### src/rtl/yutorina_bus_if.sv
// yutorina_bus_if: bus master interface between one CPU memory port and one
// master port of the shared yutorina bus. A single-cycle CPU access strobe is
// turned into a full request / grant / strobe / ready transaction, with the
// CPU stalled while the transaction is in flight.
module yutorina_bus_if #(
  parameter int TIMEOUT = 255
) (
  input  logic        clk,
  input  logic        rst,
  input  logic        stall,
  input  logic        flush,
  input  logic        as_,
  input  logic [29:0] addr,
  input  logic        rw,
  input  logic [31:0] wr_data,
  output logic [31:0] rd_data,
  output logic        busy,
  output logic        err,
  output logic        bus_req_,
  input  logic        bus_grnt_,
  output logic [29:0] bus_addr,
  output logic        bus_as_,
  output logic        bus_rw,
  output logic [31:0] bus_wr_data,
  input  logic [31:0] bus_rd_data,
  input  logic        bus_rdy_
);

  typedef enum logic [1:0] {
    IDLE,
    REQ,
    ACCESS,
    STALL
  } state_e;

  // The counter only has to reach TIMEOUT-1, which is at most 254.
  localparam logic [7:0] LAST_CYCLE = 8'(TIMEOUT - 1);

  state_e      state;
  state_e      next_state;
  logic [31:0] rd_buf;
  logic [7:0]  counter;

  logic        new_access;
  logic        slave_ready;
  logic        timed_out;
  logic [31:0] access_rd;

  // A new access is only taken from IDLE; a flush in the same cycle cancels it.
  assign new_access  = ~as_ & ~flush;
  assign slave_ready = ~bus_rdy_;
  assign timed_out   = bus_rdy_ && (counter == LAST_CYCLE);
  // Writes return zero so the CPU never sees stale bus data on a store.
  assign access_rd   = bus_rw ? bus_rd_data : 32'd0;

  // State register with synchronous active-low reset.
  always_ff @(posedge clk) begin
    if (!rst) state <= IDLE;
    else      state <= next_state;
  end

  // Next-state logic for the transaction sequence.
  always_comb begin
    next_state = state;
    case (state)
      IDLE: begin
        if (new_access) next_state = REQ;
      end
      REQ: begin
        if (flush)           next_state = IDLE;
        else if (!bus_grnt_) next_state = ACCESS;
      end
      ACCESS: begin
        if (slave_ready || timed_out) next_state = stall ? STALL : IDLE;
      end
      STALL: begin
        if (!stall) next_state = IDLE;
      end
      default: next_state = IDLE;
    endcase
  end

  // CPU-side outputs, combinational so the result is seen in the completion cycle.
  always_comb begin
    busy    = 1'b0;
    err     = 1'b0;
    rd_data = rd_buf;
    case (state)
      IDLE: begin
        if (new_access) busy = 1'b1;
      end
      REQ: begin
        busy = 1'b1;
      end
      ACCESS: begin
        if (slave_ready) begin
          rd_data = access_rd;
        end else if (timed_out) begin
          err     = 1'b1;
          rd_data = 32'd0;
        end else begin
          busy = 1'b1;
        end
      end
      default: begin
        busy = 1'b0;
      end
    endcase
  end

  // Registered bus signals, read buffer and ACCESS-cycle counter.
  always_ff @(posedge clk) begin
    if (!rst) begin
      bus_req_    <= 1'b1;
      bus_as_     <= 1'b1;
      bus_rw      <= 1'b1;
      bus_addr    <= 30'd0;
      bus_wr_data <= 32'd0;
      rd_buf      <= 32'd0;
      counter     <= 8'd0;
    end else begin
      case (state)
        IDLE: begin
          if (new_access) begin
            bus_addr    <= addr;
            bus_rw      <= rw;
            bus_wr_data <= wr_data;
            bus_req_    <= 1'b0;
          end
        end
        REQ: begin
          if (flush) begin
            bus_req_ <= 1'b1;
          end else if (!bus_grnt_) begin
            bus_as_ <= 1'b0;
            counter <= 8'd0;
          end
        end
        ACCESS: begin
          bus_as_ <= 1'b1;
          counter <= counter + 8'd1;
          if (slave_ready) begin
            rd_buf   <= access_rd;
            bus_req_ <= 1'b1;
          end else if (timed_out) begin
            rd_buf   <= 32'd0;
            bus_req_ <= 1'b1;
          end
        end
        default: begin
          bus_as_ <= 1'b1;
        end
      endcase
    end
  end

endmodule
### config.mk
export PLATFORM = sky130hd
export DESIGN_NAME = yutorina_bus_if
export DESIGN_NICKNAME = d
export VERILOG_FILES = /design/src/rtl/yutorina_bus_if.sv
export SDC_FILE = /design/constraint.sdc
export NUM_CORES = 1
export LEC_CHECK = 0
export CAP_MARGIN = 10
export CORE_UTILIZATION = 25
export DETAILED_ROUTE_END_ITERATION = 10
export SETUP_SLACK_MARGIN = 0.02
export SKIP_LAST_GASP = 1
export SLEW_MARGIN = 20
export SYNTH_ARGS = -nofsm -noshare
export SYNTH_HDL_FRONTEND = slang
export SYNTH_SLANG_ARGS = --single-unit
### constraint.sdc
create_clock -name clk -period 2.45 [get_ports clk]
set_input_delay 0.6125 -clock clk [delete_from_list [all_inputs] [get_ports clk]]
set_output_delay 0.6125 -clock clk [all_outputs]
set_load 0.01 [all_outputs]
==> results.env, run 1 <==
WORST_SETUP_HOLD_PATH_CLK_SLEW_NS=0.07
CRITPATHARRIVALTIME_NS=1.87
YS_FF_LATCH=107
CRITICAL-PATH-MAX-STAGE-DELAY_NS=0.32
AREAGROWTHSYNTHTOFINISH_PCT=60.75
P_LEAK_nW=2.689
MIN_PERIOD_OVER_PERIOD=1.014
PLACE.GP.CONGESTION=0.7447
WORST-SLEW-PIN-TRANSITION_NS=0.6580
H-TREE-DEPTH=3
HOLD_SLACK_FINAL_NS=0.4648
TIMING.CRITICAL_PATH.SLOWEST_STAGE_CELL='sky130_fd_sc_hd__dfxtp_2'
WORST_SKEW_PAIR.LATE_LATENCY_NS=0.35
ROUTE.FINAL.WIRE_LENGTH_UM=13400
FIN_CELLS=902
CELLPOWERDENSITY_mW_PER_MM2=581.6
PLACE_HPWL_UM=9158
CRIT-REG2REG-LAUNCH='state[1]'
CLK_ROOT_BUFFER_CELL='sky130_fd_sc_hd__clkbuf_16'
CELL_CHAIN_OF_THE_CRITICAL_PATH='inv_2 > ha_4 > nand3_4 > o21ai_4 > nand2_4 > buf_16 > buf_12 > a22o_1 > buf_2'
ACHIEVABLE-FREQUENCY_GHz=0.4026
DIE_W_UM=134.0
SYNTH-MAIN-FF-CELL='sky130_fd_sc_hd__dfxtp_1'
NUMBER_OF_GLOBAL_ROUTE_VIAS_BEFORE_REPAIR=4198
TIMING.CRITICAL_PATH.REQUIRED_NS=1.84
TRITONCTS='built'
SLEW-LIMIT-HEADROOM=0.5614
WORST_MIN_DELAY_PATH_CATEGORY='flip-flop to flip-flop'
POST-ROUTE-DRC-COUNT=0
TIMING.RR.END='bus_wr_data[25]'
ANTENNA_CELLS_INSERTED=0
DRT_PASS1_ITERATIONS=4
OUTCOME='complete, but fails checks'
FLOORPLAN.INITIALDENSITY=0.2591
VIOLATIONS_IN_THE_FINAL_REPORTS='negative setup slack'
R2R_CELLS=7
FIRST_ITER_VIOLATIONS=165
SYNTH_TOP_CELL_AREA_SHARE=0.4915
GRT_MAX_DEGREE=64
WORST_HOLD_PATH.ENDPOINT='bus_wr_data[8]'
TIMING.SETUP.CRITICAL_PATH_CLASS='flip-flop to output port'
FINAL_LAYOUT_SIZE_SUFFIX_GT1_FRAC=0.1408
RANKING_OF_SYNTHESIZED_CELLS_BY_AREA='sky130_fd_sc_hd__dfxtp_1 (49%), sky130_fd_sc_hd__a22o_1 (13%), sky130_fd_sc_hd__nand2_1 (12%)'
MAX-CLOCK-PATH-BUFFERS=2
FINALWORSTSETUPSLACK_NS=-0.03407
POST_DP_CELL_AREA_MM2=0.006663
YS_SEQ_AREA_FRAC=0.4915
IO_PINS=201
SYNTH.NET_COUNT=583
GRT_ANTENNA_BEFORE_REPAIR=0
REG2REG_SLACK_NS=0.60
WORST-PATH-MAX-FANOUT=5
TIMING.MAX_CAP.VIOLATIONS=0
SYNTH-WARNING-COUNT=0
REMAINING_OVERFLOW_GRT=0
ASYNCSETRESETFLOPFRACSYNTH=0
FLOORPLAN.DIE_AREA_MM2=0.01796
MIN_DELAY_PATH_DEPTH=2
FINALMAXSLEWVIOLATIONS=0
NUM_ROWS=47
GRT_USE_TOTAL=0.1498
TOTALPOWERFINAL_mW=4.075
SYNTHESIZED_INSTANCE_COUNT=473
CTS-BUFFERS-INSERTED=9
FINALHOLDVIOLATIONS=0
END_KIND='output port'
PERIOD_NEEDED_NS=2.484
CRITICAL_PATH.STARTPOINT='counter[0]'
FIN_AREA_MM2=0.007005
COUNT_OF_FLIP_FLOPS_WITH_A_BUILT_IN_ENABLE_AFTER_SYNTHESIS=0
SETUP_VIOLATIONS=4
PLACEDCELLCOUNT=880
IRDROPWORSTVDD_uV=317.9
DRT-WIRELENGTH-PER-CELL_UM=14.86
FINCLKSKEW_NS=0.005191
DIE_HEIGHT_UM=134.0
PLACEMENT.IO_BUFFERS=200
SYNTH_LARGEST_AREA_CELL='sky130_fd_sc_hd__dfxtp_1'
CORE_REGION_AREA_MM2=0.01682
SYNTH.AVG_CELL_AREA_UM2=9.213
HOLD_PATH.STARTPOINT='bus_wr_data[8]'
FINISH.NET_COUNT=787
CLOCK_SINKS=107
GRT_PASS1_WL_UM=21260
VIASPERCELL=4.613
VIA_COUNT=4161
GRT_SETUP_UNREPAIRED='yes'
POSTROUTEANTENNANETS=0
POST_SYNTH_INSTANCE_AREA_MM2=0.004358
TIMING.SETUP.TNS_NS=-0.08188
SYNTHDISTINCTLIBCELLS=34
STARTPOINT_TYPE='flip-flop'
## what timing repair did
item	4_1_cts	5_1_grt
setup buffers	1	1
endpoints found under the setup margin	34	33
resized for setup	85	72
pin swaps	2	33
hold buffers	0	0
gates cloned	3	1
## logic make-up after synthesis
kind of cell               synth area share
adders and majority gates           0.02297
AOI/OAI and AO/OA                    0.2598
buffers and inverters               0.04795
and+or+nand+nor                      0.1611
muxes                              0.004594
xor gates and xnor gates            0.01206
DFF                                  0.4915
## metrics by stage
step / worst slack, ns / util
2_1_floorplan: 0.4431 / -
3_5_place_dp: -0.4239 / 0.3961
4_1_cts: -0.1678 / 0.4180
3_3_place_gp: -0.3522 / 0.3961
5_1_grt: -0.1411 / 0.4165
6_report: -0.03407 / 0.4165
## cells in the final DEF (no fill, tap or decap), types with 5 or more instances in the layout
cell type                           n
sky130_fd_sc_hd__buf_12             5
sky130_fd_sc_hd__clkdlybuf4s50_1  164
sky130_fd_sc_hd__dfxtp_1          103
sky130_fd_sc_hd__buf_4             19
sky130_fd_sc_hd__o21ai_0            6
sky130_fd_sc_hd__buf_2             31
sky130_fd_sc_hd__xnor2_1            6
sky130_fd_sc_hd__nor2_1             8
sky130_fd_sc_hd__nand2_1          133
sky130_fd_sc_hd__clkbuf_16         10
sky130_fd_sc_hd__a22o_1            64
sky130_fd_sc_hd__a21boi_0          62
## power by group
| part | switching [mW] | leakage (nW) | total (mW) | internal (mW) |
|---|---|---|---|---|
| clock network | 0.687 | 0.137 | 1.40 | 0.712 |
| logic | 0.370 | 1.68 | 0.797 | 0.427 |
| registers | 0.0490 | 0.871 | 1.88 | 1.83 |
| total | 1.11 | 2.69 | 4.07 | 2.97 |
## layout make-up
| cell class | instances | area [um2] |
|---|---|---|
| flip-flops and latches | 107 | 2147 |
| clock inverters | 6 | 56.30 |
| multi-input cells | 326 | 2090 |
| inverters | 5 | 18.77 |
| fillers | 1656 | 9813 |
| repair buffers | 228 | 2190 |
| clock buffers | 10 | 229.0 |
| well taps | 220 | 275.3 |
## synthesized netlist by cell type, drive strengths merged, types with 5 or more instances
library cell  count
a21boi           63
inv               5
nand2           135
clkbuf            8
buf              27
xnor2             6
dfxtp           107
nor2              8
nand3             5
ha                8
o21ai             7
a22o             64
## flip-flops by register name, indices dropped and copies added, names as in the netlist
name,cells
bus_wr_data,32
bus_rw,1
bus_req_,1
state,2
rd_buf,32
bus_addr,30
bus_as_,1
counter,8
## per-layer routing
metal  up-vias  share of wire  wire length, um  global-route usage
li1       2045              -                -                   -
met1      1946           0.42             5651              0.1714
met2       156           0.47             6354              0.2501
met3        14          0.089             1187             0.06047
met4         0          0.016              211             0.05556
met5         -              0                0                   0
## worst max-delay path: cells and delay by family (launching register included)
| kind | cells | cell delay, ns |
|---|---|---|
| AND/OR/NAND/NOR | 2 | 0.22 |
| buffers and inverters | 4 | 0.49 |
| adder cells (fa/ha/maj) | 1 | 0.13 |
| AO/OA/AOI/OAI | 2 | 0.36 |
| flip-flops | 1 | 0.32 |
## how the worst max path moves through the flow
stage / to / slack (ns) / cells after the start
floorplan: rd_data[10] / 0.44 / 6
global placement: rd_data[3] / -0.35 / 6
detailed placement: rd_data[3] / -0.42 / 5
CTS: rd_data[3] / -0.17 / 8
global route: rd_data[9] / -0.14 / 9
finish: rd_data[9] / -0.03 / 9
Power figures use the tool's default switching activity.
==> inputs of run 2 (changes only) <==
--- a/config.mk
+++ b/config.mk
@@ -8,6 +8,7 @@
 export CAP_MARGIN = 10
 export CORE_UTILIZATION = 25
 export DETAILED_ROUTE_END_ITERATION = 10
+export RECOVER_POWER = 100
 export SETUP_SLACK_MARGIN = 0.02
 export SKIP_LAST_GASP = 1
 export SLEW_MARGIN = 20
==> results.env, run 2 (synthesized netlist as in run 1, its figures left out) <==
TIMING.CRITICAL_PATH.REQUIRED_NS=1.84  # about the same
POST-ROUTE-DRC-COUNT=0  # unchanged
POWER.SHARE.SWITCHING=0.2726  # +0.001136
SLEW-LIMIT-HEADROOM=0.5298  # -0.03152
FINCLKSKEW_NS=0.005215  # +0.00002357 ns
PLACEMENT.IO_BUFFERS=200  # unchanged
MAX-CLOCK-PATH-BUFFERS=2  # unchanged
CLKPWRFRAC=0.347  # +0.004
IRDROPWORSTVDD_uV=320.0  # +0.64%
SETUP_VIOLATIONS=12  # +8
HOLD_SLACK_FINAL_NS=0.4611  # -0.003686 ns
P_LEAK_nW=2.864  # +6.5%
GRT_ANTENNA_BEFORE_REPAIR=0  # unchanged
DRT-WIRELENGTH-PER-CELL_UM=14.84  # -0.16%
CLK_ROOT_BUFFER_CELL='sky130_fd_sc_hd__clkbuf_16'
FIN_AREA_MM2=0.006967  # -0.55%
FLOORPLAN.INITIALDENSITY=0.2591  # unchanged
REG_TOP3='bus_wr_data (32), rd_buf (32), bus_addr (30)'
MOST_COMMON_LIBRARY_CELL_IN_THE_LAYOUT_IGNORING_FILL_AND_TAPS='sky130_fd_sc_hd__nand2_1'
WORST_SKEW_PAIR.LATE_LATENCY_NS=0.35  # about the same
PRECTSSETUPSLACK_NS=-0.4239  # unchanged
SWITCHING_POWER_mW=1.100  # -0.57%
OUTCOME='complete, but fails checks'
FINALWORSTSETUPSLACK_NS=-0.03212  # +0.001952 ns
TIMING.SETUP.TNS_NS=-0.1315  # -0.04966 ns
VIOLATIONS_IN_THE_FINAL_REPORTS='negative setup slack'
DIE_W_UM=134.0  # unchanged
WORST_SETUP_HOLD_PATH_CLK_SLEW_NS=0.07  # about the same
GRT_SETUP_UNREPAIRED='yes'
PERIOD_NEEDED_NS=2.482  # -0.001952 ns
FLOORPLAN.DIE_AREA_MM2=0.01796  # unchanged
TIMING.CRITICAL_PATH.SLOWEST_STAGE_CELL='sky130_fd_sc_hd__dfxtp_2'
FINAL_CELL_MIX='sky130_fd_sc_hd__nand2_1 (133), sky130_fd_sc_hd__dfxtp_1 (103), sky130_fd_sc_hd__clkdlybuf4s50_1 (99)'
ANTENNA_CELLS_INSERTED=0  # unchanged
GRT_USE_TOTAL=0.1498  # unchanged
STARTPOINT_TYPE='flip-flop'
NUMBER_OF_GLOBAL_ROUTE_VIAS_BEFORE_REPAIR=4198  # unchanged
COMBINATIONALPOWERSHARE=0.189  # -0.007
WORST-SLEW-PIN-TRANSITION_NS=0.7052  # +0.04728 ns
FINALMAXSLEWVIOLATIONS=0  # unchanged
CLOCK_SINKS=107  # unchanged
END_KIND='output port'
TIMING.MAX_CAP.VIOLATIONS=0  # unchanged
PLACE.GP.CONGESTION=0.7447  # unchanged
POST_DP_CELL_AREA_MM2=0.006663  # unchanged
H-TREE-DEPTH=3  # unchanged
GRT_MAX_DEGREE=64  # unchanged
CRITICAL-PATH-MAX-STAGE-DELAY_NS=0.32  # about the same
REMAINING_OVERFLOW_GRT=0  # unchanged
VIA_COUNT=4152  # -0.22%
WORST_MIN_DELAY_PATH_CATEGORY='flip-flop to flip-flop'
DRT_PASS1_ITERATIONS=4  # unchanged
CRITPATHARRIVALTIME_NS=1.87  # about the same
NUM_ROWS=47  # unchanged
FINALHOLDVIOLATIONS=0  # unchanged
VIASPERCELL=4.603  # -0.22%
GRT_PASS1_WL_UM=21260  # unchanged
TIMING.SETUP.CRITICAL_PATH_CLASS='flip-flop to output port'
FINISH.NET_COUNT=787  # unchanged
CTS_HOLD_BUFFERS=0  # unchanged
FINAL_LAYOUT_SIZE_SUFFIX_GT1_FRAC=0.1290  # -0.01173
FILLER_CELL_COUNT=1664  # +0.48%
IO_PINS=201  # unchanged
POWER_FRAC_SEQ=0.464  # +0.003
PLACE_HPWL_UM=9158  # unchanged
ACHIEVABLE-FREQUENCY_GHz=0.4029  # about the same
PINT_mW=2.935  # -1.1%
TRITONCTS='built'
DIE_HEIGHT_UM=134.0  # unchanged
MIN_PERIOD_OVER_PERIOD=1.013  # about the same
ROUTE.FINAL.WIRE_LENGTH_UM=13380  # -0.16%
WORST-PATH-MAX-FANOUT=5  # unchanged
CELLPOWERDENSITY_mW_PER_MM2=579.1  # -0.43%
POSTROUTEANTENNANETS=0  # unchanged
CORE_REGION_AREA_MM2=0.01682  # unchanged
AREAGROWTHSYNTHTOFINISH_PCT=59.86
CTS-BUFFERS-INSERTED=9  # unchanged
FIRST_ITER_VIOLATIONS=166  # +0.61%
TOTALPOWERFINAL_mW=4.035  # -0.98%
CELL_CHAIN_OF_THE_CRITICAL_PATH='inv_2 > ha_4 > nand3_4 > o21ai_4 > nand2_4 > buf_16 > buf_12 > a22o_1 > buf_2'
run 2: final timing paths:
| path | end | cells after the start | startpoint | slack (ns) |
|---|---|---|---|---|
| hold reg to reg | bus_wr_data[8] | 2 | bus_wr_data[8] | 0.46 |
| setup reg to reg | rd_buf[9] | 7 | state[0] | 0.24 |
| setup / recovery | rd_data[9] | 9 | counter[0] | -0.03 |
| hold / removal | bus_wr_data[8] | 2 | bus_wr_data[8] | 0.46 |
run 2: metal layers:
metal  vias up  track usage  wire, um
met5         -            0         0
met4         0      0.05556       211
li1       2040            -         -
met2       151       0.2501      6356
met3        14      0.06047      1185
met1      1947       0.1714      5629
run 2: worst max-delay path, delay by kind of cell, from the launching register on:
family	cells	cell delay [ns]
flip-flops	1	0.32
adder cells (fa/ha/maj)	1	0.13
AO/OA/AOI/OAI	2	0.36
buffers and inverters	4	0.49
AND/OR/NAND/NOR	2	0.22
run 2: timing repair:
item                       in CTS  in global routing
cloned                          3                  1
setup endpoints to repair      34                 33
pin swaps                       2                 33
gates resized for setup        85                 72
buffers inserted                1                  1
run 2: per-stage QoR:
step | utilization | instances
final | 0.4142 | 902
after global routing | 0.4142 | 902
after CTS | 0.4180 | 900
after detailed placement | 0.3961 | 880
after global placement | 0.3961 | 880
after floorplan | - | 473
run 2: area by class of cell:
type                    instances  area (um2)  share of cell area
clock buffers                  10       229.0             0.03287
clock inverters                 6       56.30            0.008082
inverters                       5       18.77            0.002694
multi-input cells             326        2073              0.2976
flip-flops and latches        107        2147              0.3082
well taps                     220       275.3             0.03951
repair buffers                228        2167              0.3111
run 2: power groups by stage:
| stage | Combinational (mW) | Sequential (mW) | Clock (mW) |
|---|---|---|---|
| final | 0.761 | 1.87 | 1.40 |
| after global placement | 0.780 | 1.91 | 0 |
| after floorplan | 0.295 | 1.95 | 0 |
| after CTS | 0.802 | 1.88 | 1.47 |
| after global routing | 0.836 | 1.89 | 1.53 |
| after detailed placement | 0.796 | 1.92 | 0 |
